**config.mk**
```make
export PLATFORM = sky130hd
export DESIGN_NAME = regfile_mp
export DESIGN_NICKNAME = d
export VERILOG_FILES = /design/src/rtl/regfile_pkg.sv /design/src/rtl/regfile_read_port.sv /design/src/rtl/regfile_mp.sv
export SDC_FILE = /design/constraint.sdc
export NUM_CORES = 2
export LEC_CHECK = 0
export CORE_ASPECT_RATIO = 1.4
export CORE_UTILIZATION = 45
export DETAILED_ROUTE_END_ITERATION = 12
export PLACE_DENSITY_LB_ADDON = 0.15
export SLEW_MARGIN = 0
export SYNTH_ARGS = -nofsm -noshare
export SYNTH_HDL_FRONTEND = slang
export SYNTH_HIERARCHICAL = 1
export SYNTH_SLANG_ARGS = --single-unit
```
**constraint.sdc**
```tcl
create_clock -name clk -period 5.6 [get_ports clk]
set_clock_uncertainty 0.15 [all_clocks]
set_input_delay 1.12 -clock clk [delete_from_list [all_inputs] [get_ports clk]]
set_output_delay 1.12 -clock clk [all_outputs]
set_load 0.01 [all_outputs]
```
**src/rtl/regfile_pkg.sv**
```systemverilog
// Shared register-file definitions: clear/run state encoding and
// default widths used by the decoder and hazard unit.
package regfile_pkg;

  typedef enum logic {
    ST_CLEAR = 1'b0,
    ST_RUN   = 1'b1
  } state_e;

  localparam int REG_DATA_W = 32;
  localparam int REG_ADDR_W = 5;

endpackage

```
**src/rtl/regfile_read_port.sv**
```systemverilog
// One asynchronous read port: zero register, write bypass
// (port 1 over port 0) and stored value, masked while clearing.
module regfile_read_port
  import regfile_pkg::*;
#(
  parameter int DATA_W   = REG_DATA_W,
  parameter int ADDR_W   = REG_ADDR_W,
  parameter int ZERO_REG = 1,
  parameter int BYPASS   = 1
) (
  input  logic              run,
  input  logic [ADDR_W-1:0] rd_addr,
  input  logic [DATA_W-1:0] rd_stored,
  input  logic              we0,
  input  logic [ADDR_W-1:0] wa0,
  input  logic [DATA_W-1:0] wd0,
  input  logic              we1,
  input  logic [ADDR_W-1:0] wa1,
  input  logic [DATA_W-1:0] wd1,
  output logic [DATA_W-1:0] rd_data
);

  logic is_zero;
  logic hit0;
  logic hit1;

  always_comb begin
    is_zero = (ZERO_REG != 0) && (rd_addr == '0);
    hit1    = (BYPASS != 0) && we1 && (wa1 == rd_addr);
    hit0    = (BYPASS != 0) && we0 && (wa0 == rd_addr);
    rd_data = '0;
    if (!run || is_zero) begin
      rd_data = '0;
    end else if (hit1) begin
      rd_data = wd1;
    end else if (hit0) begin
      rd_data = wd0;
    end else begin
      rd_data = rd_stored;
    end
  end

endmodule

```
**src/rtl/regfile_mp.sv**
```systemverilog
// Multi-port register file: NUM_RD async reads, two sync writes,
// and a one-entry-per-cycle clear sweep instead of a parallel reset.
module regfile_mp
  import regfile_pkg::*;
#(
  parameter int DATA_W   = REG_DATA_W,
  parameter int ADDR_W   = REG_ADDR_W,
  parameter int NUM_RD   = 2,
  parameter int ZERO_REG = 1,
  parameter int BYPASS   = 1
) (
  input  logic                     clk,
  input  logic                     rst,
  input  logic [NUM_RD*ADDR_W-1:0] r_address,
  output logic [NUM_RD*DATA_W-1:0] o_data,
  input  logic                     w_enable0,
  input  logic [ADDR_W-1:0]        w_address0,
  input  logic [DATA_W-1:0]        w_data0,
  input  logic                     w_enable1,
  input  logic [ADDR_W-1:0]        w_address1,
  input  logic [DATA_W-1:0]        w_data1,
  output logic                     o_ready
);

  localparam int DEPTH = 1 << ADDR_W;
  localparam logic [ADDR_W-1:0] IDX_ONE = 1;

  state_e            state_q;
  state_e            state_d;
  logic [ADDR_W-1:0] clr_idx_q;
  logic [ADDR_W-1:0] clr_idx_d;
  logic              clr_we;
  logic              run;
  logic              wr0;
  logic              wr1;
  logic [DATA_W-1:0] mem_q [DEPTH];

  assign run     = (state_q == ST_RUN);
  assign o_ready = run;

  always_comb begin
    state_d   = state_q;
    clr_idx_d = clr_idx_q;
    clr_we    = 1'b0;
    if (state_q == ST_CLEAR) begin
      clr_we    = 1'b1;
      clr_idx_d = clr_idx_q + IDX_ONE;
      if (clr_idx_q == '1) begin
        state_d = ST_RUN;
      end
    end
  end

  // Port 1 wins a same-address collision, so port 0 is suppressed.
  always_comb begin
    wr1 = run && w_enable1 &&
          !((ZERO_REG != 0) && (w_address1 == '0));
    wr0 = run && w_enable0 &&
          !((ZERO_REG != 0) && (w_address0 == '0)) &&
          !(wr1 && (w_address1 == w_address0));
  end

  always_ff @(posedge clk) begin
    if (rst) begin
      state_q   <= ST_CLEAR;
      clr_idx_q <= '0;
    end else begin
      state_q   <= state_d;
      clr_idx_q <= clr_idx_d;
    end
  end

  always_ff @(posedge clk) begin
    if (!rst) begin
      if (clr_we) begin
        mem_q[clr_idx_q] <= '0;
      end else begin
        if (wr0) mem_q[w_address0] <= w_data0;
        if (wr1) mem_q[w_address1] <= w_data1;
      end
    end
  end

  for (genvar k = 0; k < NUM_RD; k++) begin : g_rd
    logic [ADDR_W-1:0] addr;
    logic [DATA_W-1:0] stored;

    assign addr   = r_address[k*ADDR_W +: ADDR_W];
    assign stored = mem_q[addr];

    regfile_read_port #(
      .DATA_W   (DATA_W),
      .ADDR_W   (ADDR_W),
      .ZERO_REG (ZERO_REG),
      .BYPASS   (BYPASS)
    ) u_rd (
      .run       (run),
      .rd_addr   (addr),
      .rd_stored (stored),
      .we0       (w_enable0),
      .wa0       (w_address0),
      .wd0       (w_data0),
      .we1       (w_enable1),
      .wa1       (w_address1),
      .wd1       (w_data1),
      .rd_data   (o_data[k*DATA_W +: DATA_W])
    );
  end

endmodule

```
==> results.yml <==
status:
  status: "complete, but fails checks"
  violations: "setup timing"
logic_synthesis:
  yosys_register_bits: 1030
  syn_nets: 5222
  yosysUniqueCellTypes: 55
  synth_edf_count: 1024
  yosys.area.top_type: "edfxtp_1"
  syn-cell-area_um2: 61400
  syn_area_per_cell_um2: 12.0
  yosys_warnings: 6
  synth-main-ff-cell: "edfxtp_1"
  synth_top_area_share_pct: 50.1
  synthCells: 5132
  ys_top_cells_by_area: "edfxtp_1 50%, mux4_2 19%, o21ai_0 8.6%, nand2_1 6.1%, mux2i_1 4.2%"
  ys_seq_area_share_pct: 50.3
  synth-async-reset-ratio_pct: 0
placed_design:
  port_buffers: 152
  dpl_cell_area_um2: 66700
  dp_hpwl_um: 146000
  gp_congestion: 0.873
power_and_ir_drop:
  pwr-share-clk_pct: 40.5
  netSwitchingFraction_pct: 24.9
  peakVddDrop_v: 0.000228
  p_int_w: 0.0127
  p_leak_nw: 20.6
  power_density_nw_per_um2: 242
  pwr-share-comb_pct: 9.7
  share_seq_of_total_power_pct: 49.8
  p_switching_w: 0.00422
detailed_routing:
  wire_per_inst_um: 35.9
  post_drt_via_cell_ratio: 6.84
  drt_iter0_drc: 6199
  vias: 47500
  ant_nets: 0
  wirelength_um: 249000
  drtPass1Iterations: 9
  drc: 0
worst_setup_path:
  critPathLaunchType: "input port"
  path_class: "input port to output port"
  end_kind: "output port"
  worstPathMaxFanout: 20
  cp.required_ns: 4.33
  arrival_ns: 4.39
sta:
  slew_headroom_pct: 5.91
  slew_viol_final: 0
  finalCritPeriodShare_pct: 101
  setup_viol: 14
  max_freq_mhz: 177
  finalHoldViolCount: 0
  tightest_slew_ns: 1.41
  tns_ns: -0.407
  setup_slack_ns: -0.0586
  rsz0062_at_grt: "no"
  fin_crit_ns: 5.66
global_routing:
  grt_pass1_wl_um: 345000
  grt_pass1_vias: 46000
  grt_remaining_overflow: 0
  grt_use_total_pct: 36.0
  grt_max_degree: 67
  grt_antenna_before_repair: 8
die:
  fp-row-count: 160
  die_w_um: 314
  dieArea_um2: 138000
  core_area_um2: 136000
  initial_utilization_pct: 45.3
  io-pin-count: 153
  die_h_um: 439
final_layout:
  final_area_um2: 69900
  fin_nets: 5161
  area_growth_pct: 13.8
  drive_above_1_share_pct: 22.4
clock_network:
  clk_latency_ns: 0.73
  cts-root-buf: "clkbuf_16"
  cts_buffer_depth: 3
  htree_levels: 3
  clock-sinks: 1030
  cts_hold_buf: 0
  path_clk_slew_ns: 0.06
  cts_buffers: 105
  cts_tree: "yes"
run:
  cap_violations: 0
hold_path:
  hold_class: "register to register"
cells in the mapped netlist (all sizes together), types with 64 or more instances:
library cell	count
o21ai	1058
mux2i	258
a31oi	74
clkbuf	505
a221oi	64
buf	161
edfxtp	1024
nand4	70
o31ai	64
nand2	1005
a22o	64
mux4	512
final cells by class:
type                    instances  area (um^2)
clock inverters                61          467
clock buffers                 124         2720
multi-input cells            3394        28400
repair buffers                498         5090
fillers                     11400        65600
well taps                    1782         2230
diodes                          3         7.51
flip-flops and latches       1030        30900
inverters                      42          158
worst paths after layout:
check                                  from                         to  slack (ns)  cells after the start
setup reg to reg         o_ready$_SDFF_PP0_    mem_q[23][13]$_DFFE_PP_        1.85                      7
hold / removal    clr_idx_q[3]$_SDFFE_PP0N_  clr_idx_q[3]$_SDFFE_PP0N_        0.50                      2
setup / recovery               r_address[9]                 o_data[61]       -0.06                      8
hold reg to reg   clr_idx_q[3]$_SDFFE_PP0N_  clr_idx_q[3]$_SDFFE_PP0N_        0.50                      2
power groups by stage:
stage,clock (W),combinational (W),sequential (W)
global placement,0,0.00160,0.00859
CTS,0.00689,0.00160,0.00843
finish,0.00686,0.00164,0.00843
global route,0.00715,0.00167,0.00843
detailed placement,0,0.00160,0.00859
floorplan,0,0.000895,0.00859
repair_timing:
| item | CTS | global route |
|---|---|---|
| setup endpoints to repair | 0 | 1 |
| setup buffers | 0 | 4 |
| gates resized for setup | 0 | 0 |
| endpoints found under the hold margin | 0 | 0 |
stage by stage:
stage	std cells	utilization (%)	hold WS (ns)	power [W]	worst slack, ns
CTS	6927	51.5	0.504	0.0169	0.0873
finish	6934	51.6	0.497	0.0169	-0.0586
global placement	6742	49.2	0.478	0.0102	0.104
floorplan	5132	-	0.413	0.00948	0.668
detailed placement	6742	49.2	0.477	0.0102	0.102
global route	6933	51.6	0.533	0.0173	0.00391
metal layers:
| layer | routed length (um) | share of wire, % | GRT usage, % |
|---|---|---|---|
| met2 | 114000 | 46 | 55.7 |
| met3 | 30500 | 12 | 8.26 |
| met1 | 86400 | 35 | 45.4 |
| met4 | 17900 | 7.2 | 23.3 |
| met5 | 25 | 0.010 | 0 |
critical path: stages:
cell             delay, ns
clkdlybuf4s50_1       0.67
nor2_4                1.17
buf_4                 0.35
a22o_1                0.16
a221oi_1              0.05
o21ai_0               0.18
a31oi_2               0.16
clkdlybuf4s50_1       0.51
registers in the layout, indices dropped and copies added (netlist names):
name and flops:
o_ready 1, mem_q 1024, clr_idx_q 5
kinds of logic after synthesis:
kind of cell               count (synthesis)  share of synthesized area, %
AOI/OAI and AO/OA                       1396                          13.5
and+or+nand+nor                         1198                          7.94
DFF                                     1030                          50.3
muxes                                    770                          23.0
buffers and inverters                    708                          4.84
xor gates and xnor gates                  28                         0.424
adders and majority gates                  2                        0.0407
cell usage in the layout (no fill, tap or decap), types with 4 or more instances in the layout:
cell and count:
o21ai_0 1058, edfxtp_1 1024, nand2_1 1001, mux4_2 512, buf_4 270, mux2i_1 258
clkdlybuf4s50_1 145, clkbuf_16 106, buf_12 76, nand4_1 70, a22o_1 64, a221oi_1 64
o31ai_1 64, a31oi_2 60, inv_1 42, nand3_1 35, nor2_4 33, clkinv_1 30
a2bb2oi_4 23, a21oi_1 22, xnor2_1 19, clkbuf_1 18, clkinv_2 16, a31oi_1 13
nor2_1 11, xor2_1 7, nor3_1 6, a22oi_2 6, dfxtp_1 6, buf_8 6
bufinv_16 5, or2_2 4, nor2b_1 4, nor2b_4 4, o2111ai_1 4, inv_6 4
nand2_2 4
Power figures use the tool's default switching activity.
